`src/rtl/router_local_endpoint.sv`:
```
// Credit-based LOCAL-port endpoint: TX FIFO with downstream credit tracking, RX FIFO with per-pop credit return.
// Optional flit statistics counters are enabled by defining ROUTER_ENDPOINT_STATS_EN.
`ifndef ROUTER_WIDTH
`define ROUTER_WIDTH 32
`endif

module router_local_endpoint #(
    parameter int DATA_WIDTH = `ROUTER_WIDTH,
    parameter int CREDIT_NUM = 4,
    parameter int TX_DEPTH   = 4,
    parameter int RX_DEPTH   = 4
) (
    input  logic                  clk,
    input  logic                  rst_n,
    input  logic                  tx_valid,
    input  logic [DATA_WIDTH-1:0] tx_data,
    output logic                  tx_ready,
    output logic                  out_data_valid,
    output logic [DATA_WIDTH-1:0] out_data,
    input  logic                  out_credit,
    input  logic                  in_data_valid,
    input  logic [DATA_WIDTH-1:0] in_data,
    output logic                  in_credit,
    output logic                  rx_valid,
    output logic [DATA_WIDTH-1:0] rx_data,
    input  logic                  rx_ready,
    output logic                  err_rx_overflow,
    output logic                  err_credit_overflow,
    output logic [15:0]           tx_flit_cnt,
    output logic [15:0]           rx_flit_cnt
);

    localparam int TX_AW = (TX_DEPTH > 1) ? $clog2(TX_DEPTH) : 1;
    localparam int TX_CW = $clog2(TX_DEPTH + 1);
    localparam int RX_AW = (RX_DEPTH > 1) ? $clog2(RX_DEPTH) : 1;
    localparam int RX_CW = $clog2(RX_DEPTH + 1);
    localparam int CR_W  = $clog2(CREDIT_NUM + 1);

    logic [DATA_WIDTH-1:0] tx_mem [TX_DEPTH];
    logic [TX_AW-1:0]      tx_wr_ptr, tx_rd_ptr;
    logic [TX_CW-1:0]      tx_cnt;
    logic [CR_W-1:0]       credit;
    logic                  tx_push, launch;

    logic [DATA_WIDTH-1:0] rx_mem [RX_DEPTH];
    logic [RX_AW-1:0]      rx_wr_ptr, rx_rd_ptr;
    logic [RX_CW-1:0]      rx_cnt;
    logic                  rx_full, rx_push, rx_pop, rx_drop;

    // Credit update saturates at CREDIT_NUM; a simultaneous launch and return cancel out.
    function automatic logic [CR_W-1:0] credit_next(input logic [CR_W-1:0] cur,
                                                     input logic dec, input logic inc);
        logic [CR_W-1:0] nxt;
        nxt = cur;
        if (dec && !inc)
            nxt = cur - 1'b1;
        else if (inc && !dec && cur != CR_W'(CREDIT_NUM))
            nxt = cur + 1'b1;
        return nxt;
    endfunction

    assign tx_ready = (tx_cnt != TX_CW'(TX_DEPTH));
    assign tx_push  = tx_valid && tx_ready;
    // Launch looks only at registered occupancy, so a flit is never bypassed into out_data.
    assign launch   = (tx_cnt != '0) && (credit != '0);

    assign rx_valid = (rx_cnt != '0);
    assign rx_data  = rx_mem[rx_rd_ptr];
    assign rx_full  = (rx_cnt == RX_CW'(RX_DEPTH));
    assign rx_pop   = rx_valid && rx_ready;
    assign rx_push  = in_data_valid && (!rx_full || rx_pop);
    assign rx_drop  = in_data_valid && rx_full && !rx_pop;

    always_ff @(posedge clk) begin
        if (tx_push)
            tx_mem[tx_wr_ptr] <= tx_data;
        if (rx_push)
            rx_mem[rx_wr_ptr] <= in_data;
    end

    // TX side: FIFO pointers, credit counter and registered router output
    always_ff @(posedge clk or negedge rst_n) begin
        if (!rst_n) begin
            tx_wr_ptr           <= '0;
            tx_rd_ptr           <= '0;
            tx_cnt              <= '0;
            credit              <= CR_W'(CREDIT_NUM);
            out_data_valid      <= 1'b0;
            out_data            <= '0;
            err_credit_overflow <= 1'b0;
        end else begin
            if (tx_push)
                tx_wr_ptr <= (tx_wr_ptr == TX_AW'(TX_DEPTH - 1)) ? '0 : tx_wr_ptr + 1'b1;
            if (launch) begin
                tx_rd_ptr <= (tx_rd_ptr == TX_AW'(TX_DEPTH - 1)) ? '0 : tx_rd_ptr + 1'b1;
                out_data  <= tx_mem[tx_rd_ptr];
            end
            out_data_valid <= launch;
            case ({tx_push, launch})
                2'b10:   tx_cnt <= tx_cnt + 1'b1;
                2'b01:   tx_cnt <= tx_cnt - 1'b1;
                default: tx_cnt <= tx_cnt;
            endcase
            credit <= credit_next(credit, launch, out_credit);
            if (out_credit && !launch && credit == CR_W'(CREDIT_NUM))
                err_credit_overflow <= 1'b1;
        end
    end

    // RX side: FIFO pointers, overflow flag and credit return pulse
    always_ff @(posedge clk or negedge rst_n) begin
        if (!rst_n) begin
            rx_wr_ptr       <= '0;
            rx_rd_ptr       <= '0;
            rx_cnt          <= '0;
            in_credit       <= 1'b0;
            err_rx_overflow <= 1'b0;
        end else begin
            if (rx_push)
                rx_wr_ptr <= (rx_wr_ptr == RX_AW'(RX_DEPTH - 1)) ? '0 : rx_wr_ptr + 1'b1;
            if (rx_pop)
                rx_rd_ptr <= (rx_rd_ptr == RX_AW'(RX_DEPTH - 1)) ? '0 : rx_rd_ptr + 1'b1;
            case ({rx_push, rx_pop})
                2'b10:   rx_cnt <= rx_cnt + 1'b1;
                2'b01:   rx_cnt <= rx_cnt - 1'b1;
                default: rx_cnt <= rx_cnt;
            endcase
            in_credit <= rx_pop;
            if (rx_drop)
                err_rx_overflow <= 1'b1;
        end
    end

`ifdef ROUTER_ENDPOINT_STATS_EN
    always_ff @(posedge clk or negedge rst_n) begin
        if (!rst_n) begin
            tx_flit_cnt <= '0;
            rx_flit_cnt <= '0;
        end else begin
            if (launch)
                tx_flit_cnt <= tx_flit_cnt + 1'b1;
            if (rx_pop)
                rx_flit_cnt <= rx_flit_cnt + 1'b1;
        end
    end
`else
    assign tx_flit_cnt = '0;
    assign rx_flit_cnt = '0;
`endif

endmodule

```
`config.mk`:
```
export PLATFORM = sky130hd
export DESIGN_NAME = router_local_endpoint
export DESIGN_NICKNAME = d
export VERILOG_FILES = /design/src/rtl/router_local_endpoint.sv
export SDC_FILE = /design/constraint.sdc
export NUM_CORES = 1
export LEC_CHECK = 0
export CAP_MARGIN = 30
export CORE_MARGIN = 8
export CORE_UTILIZATION = 41
export CTS_CLUSTER_DIAMETER = 40
export DETAILED_ROUTE_END_ITERATION = 16
export GPL_TIMING_DRIVEN = 0
export SETUP_SLACK_MARGIN = 0.15
export SLEW_MARGIN = 10
export SYNTH_ARGS = -nofsm -noshare
export SYNTH_HDL_FRONTEND = slang
export SYNTH_SLANG_ARGS = --single-unit
```
`constraint.sdc`:
```
create_clock -name clk -period 3.1 [get_ports clk]
set_input_delay 0.465 -clock clk [delete_from_list [all_inputs] [get_ports clk]]
set_output_delay 0.465 -clock clk [all_outputs]
set_load 0.02 [all_outputs]
```
==> results of run 1 <==
cells in the final DEF, fill, tap and decap left out, types with 3 or more instances in the layout:
cell	instances
sky130_fd_sc_hd__bufinv_16	3
sky130_fd_sc_hd__xnor2_1	3
sky130_fd_sc_hd__nor2_1	9
sky130_fd_sc_hd__clkdlybuf4s50_1	131
sky130_fd_sc_hd__or3_1	3
sky130_fd_sc_hd__buf_6	7
sky130_fd_sc_hd__clkbuf_4	4
sky130_fd_sc_hd__and2_2	4
sky130_fd_sc_hd__clkbuf_1	16
sky130_fd_sc_hd__clkinv_2	3
sky130_fd_sc_hd__inv_6	5
sky130_fd_sc_hd__buf_4	34
sky130_fd_sc_hd__nand2_1	7
sky130_fd_sc_hd__dlymetal6s2s_1	5
sky130_fd_sc_hd__a21oi_1	3
sky130_fd_sc_hd__buf_2	3
sky130_fd_sc_hd__ha_1	11
sky130_fd_sc_hd__mux2_2	38
sky130_fd_sc_hd__clkbuf_16	39
sky130_fd_sc_hd__o21ai_0	6
sky130_fd_sc_hd__mux4_2	64
sky130_fd_sc_hd__xor2_1	4
sky130_fd_sc_hd__dfrtp_1	52
sky130_fd_sc_hd__edfxtp_1	256
sky130_fd_sc_hd__conb_1	32
sky130_fd_sc_hd__clkinv_1	4
sky130_fd_sc_hd__buf_12	8
sky130_fd_sc_hd__fa_1	3
sky130_fd_sc_hd__and3_2	4
sky130_fd_sc_hd__inv_1	13
registers in the layout, indices dropped and copies added (netlist names):
signal / count
rx_mem: 128
rx_cnt: 3
tx_wr_ptr: 2
rx_rd_ptr: 2
in_credit: 1
out_data_valid: 1
tx_cnt: 3
tx_rd_ptr: 2
err_rx_overflow: 1
rx_wr_ptr: 2
out_data: 32
err_credit_overflow: 1
tx_mem: 128
credit: 3
worst max-delay path by stage:
stage	startpoint	end	cells past startpoint
after floorplan	in_data_valid	rx_mem[3][0]$_DFFE_PP_	4
after global placement	rst_n	out_data[17]$_DFFE_PN0P_	1
after detailed placement	out_credit	credit[2]$_DFFE_PN1P_	8
after CTS	rx_rd_ptr[0]$_DFFE_PN0N_	rx_data[29]	4
after global routing	rx_rd_ptr[0]$_DFFE_PN0N_	rx_data[8]	4
final	rx_rd_ptr[0]$_DFFE_PN0N_	rx_data[8]	4
worst register-to-register path, cell delays in order (launching register included):
cell	delay, ns
sky130_fd_sc_hd__dfstp_2	0.57
sky130_fd_sc_hd__nor3_1	0.09
sky130_fd_sc_hd__nor2_2	0.33
sky130_fd_sc_hd__buf_2	0.40
sky130_fd_sc_hd__ha_1	0.28
sky130_fd_sc_hd__fa_1	0.42
sky130_fd_sc_hd__mux2_2	0.26
cell type report:
class	instances	area [µm²]
clock inverters	19	200.2
well taps	384	480.5
plain buffers	54	399.1
repair buffers	146	1550
clock buffers	49	1013
multi-input cells	218	2641
flip-flops and latches	309	9015
inverters	13	48.80
fillers	2246	13350
metal layers:
layer  wire [µm]  track usage
met1        9462       0.1556
met2       12260       0.2410
met3        1359      0.03449
met4         601      0.05101
met5           0            0
metrics by stage:
stage	std cells	setup slack (ns)	area (µm²)	TNS (ns)	util
6_report	1192	0.2444	15350	0	0.5347
4_1_cts	1192	0.08140	15310	0	0.5335
3_5_place_dp	1124	0.4055	14090	0	0.4909
5_1_grt	1192	0.1511	15350	0	0.5347
2_1_floorplan	594	0.7347	12060	0	-
3_3_place_gp	1116	-0.5578	13920	-72.62	0.4851
power by group through the flow:
stage | clock network, mW | registers [mW] | logic [mW]
3_5_place_dp | 0 | 6.11 | 5.62
6_report | 4.21 | 6.02 | 5.52
3_3_place_gp | 0 | 6.09 | 5.36
5_1_grt | 4.47 | 6.12 | 5.97
2_1_floorplan | 0 | 6.30 | 3.19
4_1_cts | 4.31 | 6.03 | 5.65
cell families after synthesis:
| family | count (synthesis) | share of synthesized area |
|---|---|---|
| compound gates | 22 | 0.01236 |
| xor+xnor | 7 | 0.005133 |
| fa+ha+maj | 14 | 0.01655 |
| buf+inv | 67 | 0.03478 |
| flops | 309 | 0.7547 |
| mux | 103 | 0.1573 |
| other cells | 1 | 0.0003139 |
| simple gates | 40 | 0.01886 |
==> Implementation_results.wiki, run 1 <==
{| class="wikitable"
! Metric !! Value
|-
| Result of the run || finished, final reports clean
|-
| Final routed DRC violation total || 0
|-
| Estimated wirelength of the detail-placed design || ~16000 µm
|-
| Cell row count || between 60 and 70
|-
| Worst R2R Setup Slack || 0.66 ns
|-
| Hold Buf Count CTS || 0
|-
| Top-level port count || 172
|-
| Cell family with most CP delay || buffers and inverters
|-
| Power per cell area || approximately 1000 mW/mm²
|-
| Final Hold Viols || 0
|-
| Sum of internal, switching and leakage power || 15.75 mW
|-
| Synthesis-to-layout area growth || 28.49%
|-
| Post-synth cell types || 41
|-
| Total setup violations reported at the end of the flow || 0
|-
| Final GP Congestion || 0.7152
|-
| Crit-path slowest cell || sky130_fd_sc_hd__clkdlybuf4s50_1
|-
| Average footprint of a synthesized cell || 21.22 µm²
|-
| Peak supply drop || 0.0006033 V
|-
| Most common cell in the synthesized netlist || sky130_fd_sc_hd__edfxtp_1
|-
| Data arrival time of the critical path || ~2.4 ns
|-
| Number of iterations in the first detailed-routing pass || 4
|-
| Min Hold Slack || 0.05089 ns
|-
| Sw Ratio || 0.3018
|-
| Share of total power in the clock network || 0.268
|-
| Ordered list of cells on the worst path || clkbuf_4, buf_6, mux4_2, clkdlybuf4s50_1
|-
| Internal || 11.00 mW
|-
| Fraction of final layout cells sized beyond drive strength 1 || 0.2772
|-
| First-pass GRT wire length || 37210 µm
|-
| Flip-flop and latch count after synthesis || 309
|-
| GRT Resource Usage Total || 0.1355
|-
| Setup Skew || 0.02593 ns
|-
| Die Outline Area || about 0.035 mm²
|-
| Initial Util || 0.4162
|-
| Vias || 5821
|-
| Leakage dissipation || roughly 5.5 nW
|-
| TritonCTS clock tree || built
|-
| Most area-consuming cells after synthesis || sky130_fd_sc_hd__edfxtp_1 (64%), sky130_fd_sc_hd__mux4_2 (12%), sky130_fd_sc_hd__dfrtp_1 (11%), sky130_fd_sc_hd__mux2_2 (3.6%), sky130_fd_sc_hd__buf_4 (2.1%)
|-
| Worst Path Buf+Inv || 3
|-
| Clock period minus final worst setup slack || around 2.9 ns
|-
| Psw || 4.753 mW
|-
| Clock latency of the later-clocked register in the worst-skew pair || 0.51 ns
|-
| Number of warning messages in the yosys log || 0
|-
| Total length of routed wires || 23680 µm
|-
| Layout net count || ~860
|-
| Placeable core area || 0.02870 mm²
|-
| Top cells by count, synth || sky130_fd_sc_hd__edfxtp_1 (256), sky130_fd_sc_hd__mux4_2 (64), sky130_fd_sc_hd__dfrtp_1 (52)
|-
| Number of diodes added for antenna fixing || 0
|-
| Width of the die || 186.7 µm
|-
| DR WL/cell || 19.87 µm
|-
| Worst slew margin relative to its limit || 0.4649
|-
| Setup repair after global routing missed its margin || false
|-
| Max FO, Critical Path || 10
|-
| Fraction of the yosys area taken by sequential cells || 0.7547
|-
| Largest buffer count on any clock path || 3
|-
| Crit Path Category || flop to output port
|-
| Slowest cell delay on critical path || 0.56 ns
|-
| Highest clock frequency the design can meet || about 350 MHz
|-
| Area share of the largest cell type after synthesis || 0.6436
|-
| Post-cts gate resize count || 6
|-
| Part of the power in combinational logic || 0.350
|-
| Post-CTS setup buffer count || 0
|-
| Post-route fraction of the period consumed by the critical path || 0.9212
|-
| Count of flip-flops with a built-in enable after synthesis || 256
|-
| Vias per cell || just under 5
|-
| Req. time, crit path || ~2.6 ns
|-
| CTS root buf || sky130_fd_sc_hd__clkbuf_16
|-
| Worst-margin pin slew || 0.8026 ns
|-
| Final ANT Viol Nets || 0
|-
| Number of antenna violations at the first check in global routing || 0
|-
| Reg-to-reg critical path startpoint || credit[2]$_DFFE_PN1P_
|-
| Final max-slew violation count || 0
|-
| Initial drt markers || 235
|-
| Post-Syn Area || between 0.01 and 0.015 mm²
|-
| Portion of total power attributed to sequential cells || 0.382
|-
| Flip-flop cell with the highest count after synthesis || sky130_fd_sc_hd__edfxtp_1
|-
| Synthesized instance count || 563
|-
| Num CTS Buffers || 38
|-
| Fraction of registers with async set/reset || 0.1715
|-
| Level count of the clock H-tree || 2
|-
| Terminus of the critical flop-to-flop path || tx_cnt[1]$_DFFE_PN0P_
|-
| Number of global-route vias before repair || approximately 6600
|-
| I/O Buffers || around 140
|-
| Element type at the critical path end || output port
|-
| MaxCap Viol Count || 0
|-
| Largest area contributor in the synthesized netlist || sky130_fd_sc_hd__edfxtp_1
|-
| Logic depth of the worst register-to-register path || 6
|-
| Height of the die || between 150 and 200 µm
|-
| Clk pin slew, worst setup/hold paths || 0.06 ns
|-
| Clock sink total || 309
|-
| Crit start category || flop
|-
| Hold/Removal Path Class || input pin to asynchronous set/reset pin
|-
| Maximum number of pins on one net before global-route repair || 54
|-
| Total overflow reported by the global router || 0
|}
No activity file was read; power rests on OpenSTA's default activity.
==> run 2: changes to the inputs <==
--- a/config.mk
+++ b/config.mk
@@ -5,6 +5,7 @@
 export SDC_FILE = /design/constraint.sdc
 export NUM_CORES = 1
 export LEC_CHECK = 0
+export ABC_AREA = 0
 export CAP_MARGIN = 30
 export CORE_MARGIN = 8
 export CORE_UTILIZATION = 41
==> results of run 2 <==
Same layout as run 1: the final DEF is identical, and so are final timing and power.
==> variant 1 (config.mk and constraints of run 2) <==
Set the parameter `RX_DEPTH` to 2 (it was 4).
--- a/src/rtl/router_local_endpoint.sv
+++ b/src/rtl/router_local_endpoint.sv
@@ -10,3 +10,3 @@
     parameter int TX_DEPTH   = 4,
-    parameter int RX_DEPTH   = 4
+    parameter int RX_DEPTH   = 2
 ) (
Function: changed (Yosys sat finds a counterexample within 4 cycles, from zero or initial values and one cycle with rst_n low).
==> variant 1 against run 2 <==
- sequential power down 20%
- hold slack got worse by 0.015 ns
- critical endpoint is now rx_data[7]
- count of clock-buffer cells in the layout down 6
- first-iteration DRC count fell by 2.1%
- setup slack gained 0.022 ns
- global-route usage grew 0.50 points
- sequential cell count fell by 67
- total power decreased by 14%
- final cell count decreased by 17%
- core utilization is 2.6 points higher
- routed wire length fell by 18%
- largest power group unchanged
- maximum frequency rose by 0.77%
- synthesized area is 22% lower
- design area fell by 18%
==> variant 1: results (changes against run 2) <==
- Async set or reset register ratio after synthesis: 20.7% (+3.5 points)
- R2r setup slk: 0.79 ns (+0.13 ns)
- Max VDD drop: 528 uV (-13%)
- Total CTS buffers: 36 (-5.3%)
- Post-Syn Instances: 458 (-19%)
- Top cells by area, synth: edfxtp_1 62%, dfrtp_1 13%, mux2_2 8.1%, mux4_2 7.7%, buf_4 2.6%
- Placed cells: 918 (-18%)
- Mux share of post-synthesis cell area: 16.0% (+0.27 points)
- DP HPWL: 12900 um (-19%)
- GR Util met3: 4.99% (+1.5 points)
- Metal-1 WL: 8160 um (-14%)
- Final Critical Period: 2.83 ns (-0.0218 ns)
- Post-synthesis adder-cell area fraction: 1.36% (-0.29 points)
- First-pass GRT wire length: 30500 um (-18%)
- Final #Nets: 750 (-13%)
- Post-synth EDFFs: 192 (-25%)
- Slew @ Worst Pin: 0.777 ns (-0.0257 ns)
- Seq/Total Area, Yosys: 75.0% (-0.48 points)
- Met3 wire length: 1540 um (+13%)
- Worst hold margin: 0.0361 ns (-0.0148 ns)
- Share of cells above drive strength 1: 31.3% (+3.6 points)
- # resized after CTS: 2 (-4)
- Met1 usage: 16.9% (+1.3 points)
- Vias in the first global route: 5320 (-19%)
- Synth cell count leaders: 192 x edfxtp_1, 67 x mux2_2, 49 x dfrtp_1, 32 x buf_4, 32 x mux4_2
- Global-route usage over all layers: 14.1% (+0.50 points)
- DR iter-0 viols: 230 (-2.1%)
- Detail-routed via count per cell: 4.83 (-1.1%)
- Yosys warning total: 0 (unchanged)
- Setup WS pre-CTS: 0.426 ns (+0.0201 ns)
- Final wirelength: 19400 um (-18%)
- DR WL met2: 9350 um (-24%)
- Comb power: 4510 uW (-18%)
- Status: completed
- Gpl congestion: 0.706 (-1.2%)
- DRT Pass-1 Iters: 6 (+2)
- LEAKAGE: 0.00461 uW (-16%)
- Top sig layer: met5
- Largest regs: tx_mem (128), rx_mem (64), out_data (32)
- Post-placement cell area: 11300 sq um (-20%)
- PortBufs: 139 (+0.72%)
- Power share of the sequential group: 35.7% (-2.5 points)
- Pwr Density: 1070 nW/um^2 (+4.1%)
- Post-Synth XOR/XNOR Area: 0.936% (+0.42 points)
- Met2 Usage GRT: 23.3% (-0.84 points)
- Initial antenna violation count: 1 (+1)
[variant 1: worst paths after layout]
kind | from | endpoint | depth (start not counted)
setup / recovery | rx_rd_ptr | rx_data[7] | 4
max in group asynchronous | rst_n | out_data[28] | 1
setup reg to reg | credit[2] | tx_cnt[1] | 6
min in group clk | err_credit_overflow | err_credit_overflow | 1
hold / removal | rst_n | out_data[22] | 1
hold reg to reg | err_credit_overflow | err_credit_overflow | 1
[variant 1: area by class of cell]
type / instances / area, sq um / area share [%]
multi-input cells: 192 / 2100 / 16.6
clock inverters: 23 / 289 / 2.29
well taps: 285 / 357 / 2.83
flip-flops and latches: 242 / 7020 / 55.6
inverters: 6 / 22.5 / 0.179
repair buffers: 144 / 1500 / 11.9
clock buffers: 43 / 980 / 7.77
plain buffers: 49 / 352 / 2.79
[variant 1: cell families after synthesis]
logic type      count (synthesis)
xor+xnor                       10
flops                         242
fa+ha+maj                       9
mux                           101
simple gates                   29
other cells                     1
buf+inv                        55
compound gates                 11
==> variant 2 (settings of run 2) <==
Without the edit above. Register the output `err_rx_overflow` once more, with the module's reset; this adds one clock of latency there. The other outputs are not delayed to match.
--- a/src/rtl/router_local_endpoint.sv
+++ b/src/rtl/router_local_endpoint.sv
@@ -37,2 +37,4 @@
     localparam int CR_W  = $clog2(CREDIT_NUM + 1);
+
+    logic err_rx_overflow_s0;
 
@@ -116,3 +118,3 @@
             in_credit       <= 1'b0;
-            err_rx_overflow <= 1'b0;
+            err_rx_overflow_s0 <= 1'b0;
         end else begin
@@ -129,3 +131,3 @@
             if (rx_drop)
-                err_rx_overflow <= 1'b1;
+                err_rx_overflow_s0 <= 1'b1;
         end
@@ -150,2 +152,10 @@
 
+    always_ff @(posedge clk or negedge rst_n) begin
+        if (!rst_n) begin
+            err_rx_overflow <= '0;
+        end else begin
+            err_rx_overflow <= err_rx_overflow_s0;
+        end
+    end
+
 endmodule
Function: same outputs for any inputs over 4 cycles, from zero or initial values and one cycle with rst_n low; that may be too few to reach the edited logic, so the function may still have changed.
==> variant 2 against run 2 <==
- register-to-register slack hardly changed
- global-route usage increased by 0.21 points
- via count is 2.0% higher
- total power grew 3.8%
- synthesized area up 0.35%
- routed wire length grew 1.6%
- setup slack improved by 0.015 ns
- non-clock buffer count is 2 higher
- design area grew 1.8%
- first-iteration DRC count is 26% higher
- sequential cell count up 1
- clock skew decreased by 0.021 ns
- largest cell class unchanged
- highest routed layer is now met5
==> variant 2: results (changes against run 2) <==
- Clock Skew: 0.00506 ns (-0.0209 ns)
- Post-placement cell area: 14200 sq um (+0.59%)
- H-tree levels: 2 (unchanged)
- Detail-routed via count per cell: 4.93 (+0.88%)
- Post-Synth XOR/XNOR Area: 0.511% (-0.0018 points)
- # resized after CTS: 11 (+5)
- Initial antenna violation count: 1 (+1)
- Period utilization: 91.6% (-0.49 points)
- Yosys warning total: 0 (unchanged)
- Seq/Total Area, Yosys: 75.4% (about the same)
- Synth Area in Compound Gates: 1.23% (-0.0043 points)
- Async set or reset register ratio after synthesis: 17.4% (+0.27 points)
- Largest net degree at the start of global routing: 55 (+1.9%)
- Share of cells above drive strength 1: 29.7% (+2.0 points)
- Final #Nets: 871 (+0.81%)
- Slew @ Worst Pin: 0.672 ns (-0.130 ns)
- Worst EP arrival: 2.38 ns
- Crit Reg-Reg Startpoint: rx_cnt[2]
- Setup WS pre-CTS: 0.368 ns (-0.0374 ns)
- Status: completed
- Vias in the first global route: 6681 (+1.4%)
- Total CTS buffers: 42 (+11%)
- Placed cells: 1126 (+0.18%)
- Post-CTS Hold Buffers: 1 (+1)
- First-pass GRT wire length: 37900 um (+1.8%)
- Filler instances: 2198 (-2.1%)
- Global-route usage over all layers: 13.8% (+0.21 points)
- LEAKAGE: 0.00558 uW (+1.8%)
- Synth cell count leaders: 256 x edfxtp_1, 64 x mux4_2, 53 x dfrtp_1, 37 x mux2_2, 32 x buf_4
- Netlist cell types: 43 (+4.9%)
- Mux share of post-synthesis cell area: 15.7% (-0.054 points)
- Worst-case reg-to-reg path depth: 8 (+2)
- Psw: 4990 uW (+5.0%)
- Gpl congestion: 0.757 (+5.8%)
- DR iter-0 viols: 296 (+26%)
- Post-Syn Instances: 564 (+0.18%)
- Worst hold margin: 0.415 ns (+0.364 ns)
- Post-synthesis adder-cell area fraction: 1.65% (-0.0057 points)
- DR WL/cell: 20.0 um (+0.47%)
- Max VDD drop: 535 uV (-11%)
- R2R Path End: rx_cnt[1]
- Seq. cell area: 9040 sq um (+0.28%)
- DP HPWL: 16100 um (+0.79%)
[variant 2: cell count changes after synthesis, sizes merged]
cell,change
buf,+2
clkbuf,-2
dfrtp,+1
[variant 2: power groups by stage]
stage / logic, uW / registers, uW / clock network, uW
floorplan: 3200 / 6320 / 0
global placement: 5360 / 6120 / 0
detailed placement: 5670 / 6150 / 0
CTS: 5700 / 6080 / 4830
global route: 6000 / 6170 / 5020
finish: 5570 / 6060 / 4720
[variant 2: cell type report]
cell class | instances | share of cell area (%)
Multi-Input combinational cell | 218 | 17.0
Clock buffer | 46 | 6.89
Sequential cell | 310 | 57.9
Timing Repair Buffer | 148 | 10.2
Buffer | 54 | 2.56
Clock inverter | 32 | 2.17
Inverter | 13 | 0.312
Tap cell | 384 | 3.07
[variant 2: metal layers]
metal | vias up | share of wire [%] | GRT usage [%]
li1 | 2653 | - | -
met1 | 3068 | 39 | 15.6
met2 | 175 | 53 | 24.8
met3 | 38 | 6.5 | 4.25
met4 | 2 | 1.6 | 3.54
met5 | - | 0.054 | 0
